$ cat src/rtl/card_pkg.sv
// Shared rank type, card constants and scoring helpers for the card datapath.
// Optional CARD_RNG_EN build draws cards from an internal LFSR instead of new_card.
package card_pkg;

   typedef logic [3:0] rank_t;

   localparam rank_t RANK_NONE = 4'd0;
   localparam rank_t RANK_ACE  = 4'd1;
   localparam rank_t RANK_KING = 4'd13;

   localparam int DECK_SIZE      = 52;
   localparam int CARDS_PER_RANK = 4;
   localparam int NUM_RANKS      = 13;
   localparam int NUM_SLOTS      = 6;

   // Baccarat point value: ace..nine count face value, tens and courts count zero.
   function automatic logic [3:0] card_points(rank_t rank);
      logic [3:0] pts;
      pts = (rank >= RANK_ACE && rank <= 4'd9) ? rank : 4'd0;
      return pts;
   endfunction

   // Three-card sums never exceed 27, so two conditional subtracts replace a divider.
   function automatic logic [3:0] score_mod10(logic [4:0] sum);
      logic [4:0] rem;
      if (sum >= 5'd20)
         rem = sum - 5'd20;
      else if (sum >= 5'd10)
         rem = sum - 5'd10;
      else
         rem = sum;
      return rem[3:0];
   endfunction

endpackage

$ cat src/rtl/shoe_tracker.sv
// Per-rank deal counters, dealt-card total and shoe-empty flag for one shoe.
// With CARD_RNG_EN defined it also resolves an exhausted rank to the next live one.
module shoe_tracker
   import card_pkg::*;
#(
   parameter int DECK_COUNT = 1
) (
   input  logic       slow_clock,
   input  logic       resetb,
   input  logic       clear,
   input  logic       deal,
   input  rank_t      deal_rank,
   input  rank_t      query_rank,
   output logic       rank_available,
`ifdef CARD_RNG_EN
   input  rank_t      search_start,
   output rank_t      search_rank,
`endif
   output logic [8:0] dealt_count,
   output logic       shoe_empty
);

   localparam int RANK_LIMIT = CARDS_PER_RANK * DECK_COUNT;
   localparam int SHOE_SIZE  = DECK_SIZE * DECK_COUNT;
   localparam int CNT_W      = $clog2(RANK_LIMIT + 1);

   logic [NUM_RANKS-1:0] rank_full;
   logic [15:0]          avail_vec;
   logic [8:0]           dealt_reg;

   genvar gi;
   generate
      for (gi = 0; gi < NUM_RANKS; gi++) begin : g_rank
         logic [CNT_W-1:0] cnt_reg;

         always_ff @(posedge slow_clock or negedge resetb) begin
            if (!resetb)
               cnt_reg <= '0;
            else if (clear)
               cnt_reg <= '0;
            else if (deal && deal_rank == rank_t'(gi + 1))
               cnt_reg <= cnt_reg + CNT_W'(1);
         end

         assign rank_full[gi] = (cnt_reg == CNT_W'(RANK_LIMIT));
      end
   endgenerate

   // Bit n of avail_vec answers "may rank n still be dealt"; codes 0, 14 and 15 never may.
   assign avail_vec      = {2'b00, ~rank_full, 1'b0};
   assign rank_available = avail_vec[query_rank];

   always_ff @(posedge slow_clock or negedge resetb) begin
      if (!resetb)
         dealt_reg <= '0;
      else if (clear)
         dealt_reg <= '0;
      else if (deal)
         dealt_reg <= dealt_reg + 9'd1;
   end

   assign dealt_count = dealt_reg;
   assign shoe_empty  = (dealt_reg == 9'(SHOE_SIZE));

`ifdef CARD_RNG_EN
   logic [4:0] probe;

   // Walk downward so the lowest offset from search_start is the one left standing.
   always_comb begin
      search_rank = RANK_NONE;
      probe       = '0;
      for (int k = NUM_RANKS - 1; k >= 0; k--) begin
         probe = 5'(search_start) + 5'(k) - 5'd1;
         if (probe >= 5'(NUM_RANKS))
            probe = probe - 5'(NUM_RANKS);
         if (!rank_full[probe[3:0]])
            search_rank = rank_t'(probe[3:0]) + RANK_ACE;
      end
   end
`endif

endmodule

$ cat src/rtl/card_datapath.sv
// Card slot registers, load-strobe validation and baccarat score adders.
// Build option CARD_RNG_EN: cards come from an internal 8-bit LFSR, new_card is ignored.
module card_datapath
   import card_pkg::*;
#(
   parameter int DECK_COUNT = 1,
   parameter int RANK_W     = 4
) (
   input  logic              slow_clock,
   input  logic              resetb,
   input  logic              new_hand,
   input  logic              new_shoe,
   input  logic              load_pcard1,
   input  logic              load_pcard2,
   input  logic              load_pcard3,
   input  logic              load_dcard1,
   input  logic              load_dcard2,
   input  logic              load_dcard3,
   input  logic [RANK_W-1:0] new_card,
   output logic [RANK_W-1:0] pcard1,
   output logic [RANK_W-1:0] pcard2,
   output logic [RANK_W-1:0] pcard3,
   output logic [RANK_W-1:0] dcard1,
   output logic [RANK_W-1:0] dcard2,
   output logic [RANK_W-1:0] dcard3,
   output logic [3:0]        pscore,
   output logic [3:0]        dscore,
   output logic [8:0]        dealt_count,
   output logic              shoe_empty,
   output logic              load_err
);

   logic [NUM_SLOTS-1:0] load_vec;
   logic [NUM_SLOTS-1:0] occupied;
   rank_t                slot_reg [NUM_SLOTS];
   rank_t                card_sel;
   logic                 load_err_reg;
   logic                 hand_clear;
   logic                 any_load;
   logic                 one_load;
   logic                 slot_busy;
   logic                 code_ok;
   logic                 rank_avail;
   logic                 load_ok;
   logic                 commit;
   logic                 reject;
   logic [4:0]           psum;
   logic [4:0]           dsum;

   // Slots 0..2 are the player cards, 3..5 the dealer cards.
   assign load_vec = {load_dcard3, load_dcard2, load_dcard1,
                      load_pcard3, load_pcard2, load_pcard1};

   genvar gi;
   generate
      for (gi = 0; gi < NUM_SLOTS; gi++) begin : g_occ
         assign occupied[gi] = (slot_reg[gi] != RANK_NONE);
      end
   endgenerate

`ifdef CARD_RNG_EN
   logic [7:0] lfsr_reg;
   rank_t      rng_start;
   logic       unused_new_card;

   // Right-shifting Galois form of x^8 + x^6 + x^5 + x^4 + 1.
   always_ff @(posedge slow_clock or negedge resetb) begin
      if (!resetb)
         lfsr_reg <= 8'h01;
      else
         lfsr_reg <= {1'b0, lfsr_reg[7:1]} ^ (lfsr_reg[0] ? 8'hB8 : 8'h00);
   end

   assign rng_start       = rank_t'(lfsr_reg % 8'd13) + RANK_ACE;
   assign unused_new_card = ^new_card;
`else
   assign card_sel = rank_t'(new_card);
`endif

   shoe_tracker #(
      .DECK_COUNT (DECK_COUNT)
   ) u_shoe (
      .slow_clock     (slow_clock),
      .resetb         (resetb),
      .clear          (new_shoe),
      .deal           (commit),
      .deal_rank      (card_sel),
      .query_rank     (card_sel),
      .rank_available (rank_avail),
`ifdef CARD_RNG_EN
      .search_start   (rng_start),
      .search_rank    (card_sel),
`endif
      .dealt_count    (dealt_count),
      .shoe_empty     (shoe_empty)
   );

   assign hand_clear = new_hand | new_shoe;
   assign any_load   = |load_vec;
   assign one_load   = $onehot(load_vec);
   assign slot_busy  = |(load_vec & occupied);
   assign code_ok    = (card_sel >= RANK_ACE) && (card_sel <= RANK_KING);
   assign load_ok    = one_load && code_ok && rank_avail && !shoe_empty && !slot_busy;

   // Hand/shoe clears swallow any same-cycle load without flagging it.
   assign commit = !hand_clear && load_ok;
   assign reject = !hand_clear && any_load && !load_ok;

   always_ff @(posedge slow_clock or negedge resetb) begin
      if (!resetb) begin
         for (int i = 0; i < NUM_SLOTS; i++)
            slot_reg[i] <= RANK_NONE;
      end else if (hand_clear) begin
         for (int i = 0; i < NUM_SLOTS; i++)
            slot_reg[i] <= RANK_NONE;
      end else if (commit) begin
         for (int i = 0; i < NUM_SLOTS; i++)
            if (load_vec[i])
               slot_reg[i] <= card_sel;
      end
   end

   always_ff @(posedge slow_clock or negedge resetb) begin
      if (!resetb)
         load_err_reg <= 1'b0;
      else if (hand_clear)
         load_err_reg <= 1'b0;
      else if (reject)
         load_err_reg <= 1'b1;
   end

   assign psum = 5'(card_points(slot_reg[0])) + 5'(card_points(slot_reg[1]))
               + 5'(card_points(slot_reg[2]));
   assign dsum = 5'(card_points(slot_reg[3])) + 5'(card_points(slot_reg[4]))
               + 5'(card_points(slot_reg[5]));

   assign pscore   = score_mod10(psum);
   assign dscore   = score_mod10(dsum);
   assign load_err = load_err_reg;

   assign pcard1 = RANK_W'(slot_reg[0]);
   assign pcard2 = RANK_W'(slot_reg[1]);
   assign pcard3 = RANK_W'(slot_reg[2]);
   assign dcard1 = RANK_W'(slot_reg[3]);
   assign dcard2 = RANK_W'(slot_reg[4]);
   assign dcard3 = RANK_W'(slot_reg[5]);

endmodule

$ cat config.mk
export PLATFORM = sky130hd
export DESIGN_NAME = card_datapath
export DESIGN_NICKNAME = d
export VERILOG_FILES = /design/src/rtl/card_pkg.sv /design/src/rtl/shoe_tracker.sv /design/src/rtl/card_datapath.sv
export SDC_FILE = /design/constraint.sdc
export NUM_CORES = 1
export LEC_CHECK = 0
export CORE_MARGIN = 3
export CORE_UTILIZATION = 30
export CTS_BUF_LIST = sky130_fd_sc_hd__clkbuf_8 sky130_fd_sc_hd__clkbuf_16
export DETAILED_ROUTE_END_ITERATION = 8
export MAX_ROUTING_LAYER = met4
export PLACE_DENSITY = 0.56
export RECOVER_POWER = 25
export SLEW_MARGIN = 10
export SYNTH_ARGS = -nofsm -noshare
export SYNTH_HDL_FRONTEND = slang
export SYNTH_SLANG_ARGS = --single-unit
$ cat constraint.sdc
create_clock -name slow_clock -period 3.5 [get_ports slow_clock]
set_input_delay 0.525 -clock slow_clock [delete_from_list [all_inputs] [get_ports slow_clock]]
set_output_delay 0.525 -clock slow_clock [all_outputs]
set_load 0.01 [all_outputs]
Word-level counts from Yosys, hierarchy flattened
Index checks and enable logic that the tools add are counted.
- bits in registers: 73
- input port bits: 14
- output and inout port bits: 43
- word-level logic and storage cells: 215
- add/subtract/negate cells: 27
- $lt $le $gt $ge: 19
- eq/ne operators: 28
- mux-type cells: 50
- bitwise logic cells: 3
- reductions and logical operators: 67
- operator list (cell ; count):
    2-to-1 mux 3 bit ; 26
    2-to-1 mux 4 bit ; 16
    2-to-1 mux 24 bit ; 2
    nonzero test 2 bit ; 22
    adder 3 x 1 -> 3 bit, second input constant ; 13
    == test 3 bit, second input constant ; 13
    >= comparator 4 x 1 -> 1 bit, second input constant ; 7
    less-or-equal comparator 4 bit, second input constant ; 7
    logical AND 1 bit ; 27
    == test 4 bit, second input constant ; 6
    nonzero test 4 bit ; 6
    2-to-1 mux 9 bit ; 2
    == test 4 x 3 -> 1 bit, second input constant ; 4
    NOT 13 bit ; 1
    AND reduction 2 bit ; 6
    OR reduction 6 bit ; 2
    adder 4 x 4 -> 5 bit ; 2
    adder 5 x 4 -> 5 bit ; 2
    >= comparator 5 x 4 -> 1 bit, second input constant ; 2
    >= comparator 5 bit, second input constant ; 2
    adder 9 x 1 -> 9 bit, second input constant ; 1
    == test 9 x 6 -> 1 bit, second input constant ; 1
    == test 4 x 2 -> 1 bit, second input constant ; 2
    subtractor 4 x 3 -> 4 bit, second input constant ; 2
    other kinds (12) ; 20

Depth between registers and ports, before layout
Gate-level depths: netlist of run 1.
- depth after elaboration: 12
- gate-level depth with buffers: 13
- gate-level depth less buffers: 12

Modules after synthesis
A second synthesis of run 1 with hierarchy kept.
- cells, all modules: 550
- area total of the unflattened synthesis: 4907.2 um^2
- modules (own cells, without submodules) (module ; instances ; cells each ; area each (um^2) ; seq. area each (um^2)):
    shoe_tracker ; 1 ; 303 ; 2797.7 ; 1201.2
    card_datapath ; 1 ; 247 ; 2109.5 ; 625.6

Least setup slack after synthesis of run 1
OpenSTA, ideal clock, no wires.
- path kind: input-to-reg
- start: in load_pcard1
- end: reg u_shoe.dealt_reg[2], in the netlist u_shoe.dealt_count[2]
- setup time: 0.125 ns
- data arrival time: 3.919 ns
- required time: 3.375 ns
- path slack: -0.544 ns
- stages: 12
- path buffers: 1
- cells stage by stage: fa_1 inv_1 fa_1 inv_1 ha_1 fa_1 nor3b_1 nand3_1 or4b_1 buf_2 nor4b_1 mux2_2
- word-level cells in the longest chain between the ends: 10
- elaborated cells on any way between the ends: 13
- classes of those cells: add/sub (3); eq/ne (1); bitwise (1); reduce/logical (8)
- ends and longest elaborated chain (element ; RTL line ; RTL):
    from (decl) ; card_datapath.sv:13 ; input logic load_pcard1,
    adder 1 x 1 -> 2 bit (not written as such) ; card_datapath.sv:100 ; assign one_load = $onehot(load_vec);
    adder 2 x 2 -> 3 bit (not written as such) ; card_datapath.sv:100 ;
    adder 3 x 2 -> 3 bit (not written as such) ; card_datapath.sv:100 ;
    == test 3 x 1 -> 1 bit ; card_datapath.sv:100 ;
    logical AND 1 bit (3 in a row) ; card_datapath.sv:103 ; assign load_ok = one_load && code_ok && rank_avail && !shoe_empty && !slot_busy;
    logical AND 1 bit (*) ; card_datapath.sv:103 ;
    logical AND 1 bit (*) ; card_datapath.sv:106 ; assign commit = !hand_clear && load_ok;
    nonzero test 2 bit (no source line) (*) ; - ;
    to (signal assigned) ; shoe_tracker.sv:59 ; dealt_reg <= dealt_reg + 9'd1;
    to (decl) ; shoe_tracker.sv:29 ; logic [8:0] dealt_reg;
Every way passes the cells marked *; elsewhere a longest branch is shown, timed or not.
A chain may end at the register's enable or synchronous reset.

Worst setup path in the final report of run 1
- start: in load_dcard1
- end: reg u_shoe.g_rank[12].cnt_reg[1]
- word-level cells in the longest chain between the ends: 11
- elaborated cells on any way between the ends: 14
- classes of those cells: add/sub (3); eq/ne (1); bitwise (1); reduce/logical (9)
- ends and longest elaborated chain (element ; RTL line ; RTL):
    from (decl) ; card_datapath.sv:16 ; input logic load_dcard1,
    adder 1 x 1 -> 2 bit (not written as such) ; card_datapath.sv:100 ;
    adder 2 x 2 -> 3 bit (not written as such) ; card_datapath.sv:100 ;
    adder 3 x 2 -> 3 bit (not written as such) ; card_datapath.sv:100 ;
    == test 3 x 1 -> 1 bit ; card_datapath.sv:100 ;
    logical AND 1 bit (3 in a row) ; card_datapath.sv:103 ;
    logical AND 1 bit (*) ; card_datapath.sv:103 ;
    logical AND 1 bit (*) ; card_datapath.sv:106 ;
    logical AND 1 bit (*) ; shoe_tracker.sv:41 ; else if (deal && deal_rank == rank_t'(gi + 1))
    nonzero test 2 bit (no source line) (*) ; - ;
    to (signal assigned) ; shoe_tracker.sv:42 ; cnt_reg <= cnt_reg + CNT_W'(1);
    to (decl) ; shoe_tracker.sv:34 ; logic [CNT_W-1:0] cnt_reg;
Marked as above.

==> results.json, run 1 <==
{
  "status": "finished with violations",
  "violations": "max-capacitance violations, max-slew violations, negative setup slack",
  "worstSetupEndpointType": "flop",
  "slew_headroom_pct": -28.2,
  "clock_latency_ns": 0.35,
  "critPathKind": "input port to flop",
  "required_ns": 3.75,
  "combPwrFrac_pct": 29.3,
  "synth_top_area_share_pct": 33.0,
  "dp_slack_ns": -1.16,
  "grtUsageTotal_pct": 17.3,
  "grt_max_degree": 74,
  "hpwl_um": 11200,
  "async_flop_share_pct": 100,
  "cap_violations": 1,
  "largest_register_ffs": 39,
  "n_antenna_cell": 0,
  "cts_tree": "built",
  "clock_sinks": 73,
  "syn2layout_area_growth_pct": 49.2,
  "p_seq_share_pct": 35.6,
  "ys_warn_count": 0,
  "ys_types": 52,
  "holdBufCountCts": 0,
  "worstMarginPinSlew_ns": 1.92,
  "p_int_mw": 1.64,
  "drive_gt1_share_pct": 38.3,
  "clkPwrFrac_pct": 35.1,
  "avgSynthCellArea_um2": 9.17,
  "hold_ws_ns": 0.539,
  "drtIter0Drc": 284,
  "die_h_um": 142,
  "setup_violations": 76,
  "cellLeakagePower_nw": 3.50,
  "p_sw_mw": 0.786,
  "syn_inst": 604,
  "rsz0062_at_grt": "true",
  "grt_pass1_vias": 5426,
  "synth_edf_count": 0,
  "grt_pass1_wl_um": 27500,
  "synth.cell_area_um2": 5540,
  "ios": 57,
  "dr.pass1.iters": 4,
  "met3_usage_pct": 3.27,
  "syn_nets": 673,
  "min_period_over_period_pct": 112,
  "sw_frac_of_total_pct": 32.4,
  "fp-row-count": 49,
  "synthTopCellsByArea": "dfrtp_1, ha_1, fa_1",
  "vdd_drop_max_uv": 228,
  "start_util_pct": 30.7,
  "ys.flop_type": "dfrtp_1",
  "ant_nets": 0,
  "start_kind": "input port",
  "ys_seq_area_share_pct": 33.0,
  "post-route-min-period_ns": 3.92,
  "clk_pin_slew_worst_paths_ns": 0.06,
  "vias": 5319,
  "cts_root_buf": "clkbuf_16",
  "max_freq_mhz": 255,
  "synth_top_area_cell": "dfrtp_1",
  "antenna_found_initial": 0,
  "busiest_layer": "met2",
  "finalHoldViolations": 0,
  "fin_nets": 829,
  "clock_skew_ns": 0.00824,
  "yosys_register_bits": 73,
  "post_drt_wl_per_cell_um": 17.6,
  "grt_use_met2_pct": 29.1,
  "powerDensity_nw_per_um2": 294,
  "routed_via_density": 5.35,
  "remaining_drc_errors": 0,
  "dieArea_um2": 20100,
  "cts_inserted_buffers": 9,
  "die_w_um": 142,
  "critPathMaxFanout": 6,
  "cts_buffer_depth": 2,
  "routed_wl_um": 17500,
  "worst_slack_ns": -0.418,
  "worstPathArrival_ns": 4.17,
  "grtUsageMet1_pct": 21.2,
  "place_congestion": 0.843,
  "overflow": 0,
  "drv_slew": 74,
  "holdCritPathClass": "flop to flop",
  "htree_levels": 3,
  "port_buffers": 56,
  "core_area_um2": 18000
}
[cells by family (layout without fill, tap and decap cells)]
kind of cell | Yosys count | in the layout | share of synthesized area, %
AO/OA/AOI/OAI | 121 | 121 | 16.6
XOR/XNOR | 7 | 7 | 1.11
flip-flops | 73 | 73 | 33.0
AND/OR/NAND/NOR | 242 | 245 | 24.9
multiplexers | 20 | 20 | 3.95
buffers and inverters | 86 | 244 | 6.24
adder cells (fa/ha/maj) | 55 | 55 | 14.2
[synth_stat cells (2+ instances only)]
library cell	n
nand4bb_1	2
nor4b_1	2
nor2_1	30
nor2b_1	23
or4b_1	3
fa_1	13
xor2_1	4
and3b_1	3
dfrtp_1	73
o41ai_1	8
clkbuf_1	24
a21oi_1	35
or2_2	2
a21o_1	2
nor3_1	12
mux2i_1	5
and2_1	6
nor3b_1	10
ha_1	42
a31o_2	2
o31ai_2	19
and3_1	5
buf_2	6
nand2b_1	9
inv_1	54
o31ai_1	18
nor4_1	4
o21ai_0	23
o41ai_2	5
nand3_1	21
mux2_2	15
xnor2_1	3
or4_1	16
nand4b_1	8
and4b_1	2
and4_1	4
o21a_1	2
or3_1	8
buf_6	2
nand2_1	55
nand4_1	13
[worst max-delay path, cell delays in order]
cell and delay [ns]:
buf_8 0.10, fa_1 0.56, inv_2 0.05, fa_1 0.48, inv_1 0.05, ha_2 0.16
fa_1 0.45, nor3b_2 0.21, nand3_1 0.12, or4b_4 0.61, buf_12 0.18, buf_8 0.12
or4_1 0.47, o31ai_1 0.08
[power groups by stage]
stage / Combinational, mW / Sequential [mW] / Clock [mW]
2_1_floorplan: 0.263 / 0.883 / 0
3_3_place_gp: 0.459 / 0.878 / 0
3_5_place_dp: 0.473 / 0.878 / 0
4_1_cts: 0.567 / 0.863 / 0.870
5_1_grt: 0.756 / 0.865 / 0.907
6_report: 0.711 / 0.865 / 0.852
[metal layers]
| metal | wire [um] | up-vias |
|---|---|---|
| met2 | 8960 | 116 |
| met5 | 0 | - |
| met3 | 713 | 27 |
| met4 | 293 | 0 |
| li1 | - | 2485 |
| met1 | 7530 | 2691 |
[path summary, 6_finish.rpt]
| check | cells after the start | endpoint | start | slack (ns) |
|---|---|---|---|---|
| setup / recovery | 14 | u_shoe.g_rank[12].cnt_reg[1] | load_dcard1 | -0.42 |
| hold / removal | 1 | u_shoe.g_rank[8].cnt_reg[0] | u_shoe.g_rank[8].cnt_reg[0] | 0.54 |
| setup reg to reg | 7 | u_shoe.g_rank[2].cnt_reg[2] | pcard3[3] | 0.39 |
| hold reg to reg | 1 | u_shoe.g_rank[8].cnt_reg[0] | u_shoe.g_rank[8].cnt_reg[0] | 0.54 |
| max in group asynchronous | 1 | pcard1[3] | resetb | 1.52 |
| min in group asynchronous | 1 | u_shoe.g_rank[7].cnt_reg[1] | resetb | 0.72 |
[cell type report]
class	count	area [um2]
clock buffers	9	225
clock inverters	7	40.0
fillers	1686	9770
inverters	54	203
multi-input cells	448	4120
flip-flops and latches	73	1830
well taps	229	287
repair buffers	174	1550
[stage by stage]
stage               area (um2)  total power [mW]  util (%)  TNS (ns)  instances
detailed placement        6950              1.35      38.6    -70.98        940
CTS                       7640              2.30      42.4    -26.82        979
global placement          6950              1.34      38.6    -69.33        940
global route              8260              2.53      45.8    -31.24        994
floorplan                 5630              1.15         -    -20.18        604
finish                    8260              2.43      45.8    -23.55        994
[layout by cell type, fill, tap and decap left out, types with 12 or more instances in the layout]
cell               n
a21oi_1           20
a21oi_2           14
buf_4            101
buf_6             13
clkdlybuf4s50_1   45
dfrtp_1           70
ha_1              33
inv_1             52
nand2_1           55
nand3_1           20
nand4_1           13
nor2_1            26
o31ai_1           13
o31ai_2           13
or4_1             12
[timing repair]
item | in CTS | in global routing
endpoints found under the hold margin | 0 | 0
setup buffers | 21 | 13
setup endpoints to repair | 79 | 76
pin swaps | 29 | 53
gates resized for setup | 105 | 104
cloned | 3 | 2
(Power assumes the default switching activity.)
==> inputs of run 2 (changes only) <==
- RECOVER_POWER: 25 -> 100
==> run 2 against run 1 <==
The flow still finishes with violations (max-capacitance violations, max-slew violations, negative setup slack). Sequential share of layout area about the same. Cell count is the same. Hold slack hardly changed. Fmax is essentially flat. Global-route usage stayed put. Sequential cell count did not move. Critical path type unchanged. Critical endpoint unchanged.
==> results.json, run 2 (synthesis results as in run 1) <==
{
  "required_ns": 3.75,
  "clkPwrFrac_pct": 35.3,
  "cellLeakagePower_nw": 3.62,
  "die_w_um": 142,
  "max_stage_delay_ns": 0.61,
  "cts_tree": "built",
  "slew_headroom_pct": -30.2,
  "setup_violations": 76,
  "post_drt_wl_per_cell_um": 17.6,
  "antenna_found_initial": 0,
  "p_int_mw": 1.63,
  "layout_commonest_cell": "buf_4",
  "htree_levels": 3,
  "start_util_pct": 30.7,
  "final_cell_mix": "buf_4, dfrtp_1, nand2_1",
  "drive_gt1_share_pct": 37.8,
  "hpwl_um": 11200,
  "routed_via_density": 5.36,
  "worstSetupEndpointType": "flop",
  "grt_pass1_wl_um": 27500,
  "vdd_drop_max_uv": 227,
  "cts_buffer_depth": 2,
  "finalHoldViolations": 0,
  "clock_skew_ns": 0.00780,
  "core_area_um2": 18000,
  "powerDensity_nw_per_um2": 293,
  "fin_nets": 829,
  "cp_common_cell": "fa_1",
  "cts_inserted_buffers": 9,
  "dieArea_um2": 20100,
  "cts_root_buf": "clkbuf_16",
  "crit_slowest_cell": "or4b_4",
  "routed_wl_um": 17500,
  "clock_latency_ns": 0.35,
  "vias": 5327,
  "num-fill-cells": 1690,
  "worstMarginPinSlew_ns": 1.95,
  "holdCritPathClass": "flop to flop",
  "n_antenna_cell": 0,
  "combPwrFrac_pct": 28.9,
  "holdBufCountCts": 0,
  "largest_register_ffs": 39,
  "ff2ff_setup_slack_ns": 0.38,
  "status": "finished with violations",
  "die_h_um": 142,
  "ios": 57,
  "drtIter0Drc": 261,
  "crit_family": "adder cells",
  "fin_util_pct": 45.7,
  "overflow": 0,
  "syn2layout_area_growth_pct": 48.8,
  "violations": "max-capacitance violations, max-slew violations, negative setup slack",
  "post-route-min-period_ns": 3.92,
  "crit_chain": "buf_8 -> fa_1 -> inv_2 -> fa_1 -> inv_1 -> ha_2 -> fa_1 -> nor3b_2 -> nand3_1 -> or4b_4 -> buf_12 -> buf_8 -> or4_1 -> o31ai_1",
  "fin_total_pwr_mw": 2.41,
  "drv_slew": 74,
  "rsz0062_at_grt": "true",
  "remaining_drc_errors": 0,
  "p_sw_mw": 0.782,
  "critPathKind": "input port to flop",
  "min_period_over_period_pct": 112,
  "finalSetupTns_ns": -23.92,
  "grt_pass1_vias": 5426,
  "start_kind": "input port",
  "clock_sinks": 73,
  "dr.pass1.iters": 4,
  "clk_pin_slew_worst_paths_ns": 0.06,
  "grtUsageTotal_pct": 17.3,
  "fp-row-count": 49,
  "max_freq_mhz": 255,
  "worst_slack_ns": -0.420,
  "place_congestion": 0.843,
  "crit_buf_inv": 5,
  "sw_frac_of_total_pct": 32.4,
  "grt_max_degree": 74,
  "p_seq_share_pct": 35.9,
  "cap_violations": 1,
  "port_buffers": 56,
  "ant_nets": 0,
  "critPathMaxFanout": 6,
  "worstPathArrival_ns": 4.17
}
## run 2: cell types whose count changed in the layout (fill, tap and decap cells not counted), sizes merged
cell,previous run,this run
buf,126,125
clkbuf,12,13
clkdlybuf4s50,45,11
dlygate4sd3,0,34
## run 2: area by class of cell
class | count | area (um2) | share of cell area [%]
inverter | 54 | 203 | 2.46
clock inverter | 7 | 40.0 | 0.486
sequential | 73 | 1830 | 22.2
clock buffer | 9 | 225 | 2.73
multi-input combinational | 448 | 4120 | 50.0
tap | 229 | 287 | 3.48
timing repair buffer | 174 | 1530 | 18.6
## run 2: worst register-to-register path, stage by stage (launching register included)
cell and delay (ns):
dfrtp_1 0.46, buf_4 0.17, buf_4 0.12, o41ai_1 0.53
o2111ai_1 0.40, or4b_4 0.73, or4_4 0.52, a21oi_2 0.12
## run 2: per-layer routing
metal / vias up / GRT usage (%) / share of wire, %
met5: - / - / 0
met4: 0 / 5.15 / 1.6
met3: 24 / 3.27 / 5.0
met2: 127 / 29.1 / 52
met1: 2689 / 21.2 / 42
li1: 2487 / - / -
## run 2: power by group through the flow
stage                     clock, mW  sequential [mW]  combinational (mW)
after floorplan                   0            0.883               0.263
after global placement            0            0.878               0.459
after detailed placement          0            0.878               0.473
after CTS                     0.870            0.863               0.567
after global routing          0.907            0.865               0.740
final                         0.851            0.864               0.695
## run 2: per-stage QoR
stage | cells | cell area (um2) | hold slack (ns) | setup WS, ns
after floorplan | 604 | 5630 | 0.229 | -0.420
after global placement | 940 | 6950 | 0.494 | -1.09
after detailed placement | 940 | 6950 | 0.527 | -1.16
after CTS | 979 | 7640 | 0.389 | -0.517
after global routing | 994 | 8240 | 0.565 | -0.530
final | 994 | 8240 | 0.539 | -0.420
## run 2: worst paths after layout
kind                                              from                            to  cells after the start
min reg2reg                u_shoe.g_rank[8].cnt_reg[0]   u_shoe.g_rank[8].cnt_reg[0]                      1
max reg2reg                                  pcard3[3]   u_shoe.g_rank[2].cnt_reg[2]                      7
max in group asynchronous                       resetb                     dcard2[1]                      1
max                                        load_dcard1  u_shoe.g_rank[12].cnt_reg[1]                     14
min in group asynchronous                       resetb   u_shoe.g_rank[7].cnt_reg[1]                      1
min                        u_shoe.g_rank[8].cnt_reg[0]   u_shoe.g_rank[8].cnt_reg[0]                      1
## run 2: repair_timing
action,4_1_cts,5_1_grt
setup endpoints to repair,79,76
gates cloned,3,2
buffers inserted,21,13
pin swaps,29,53
resized for setup,105,104
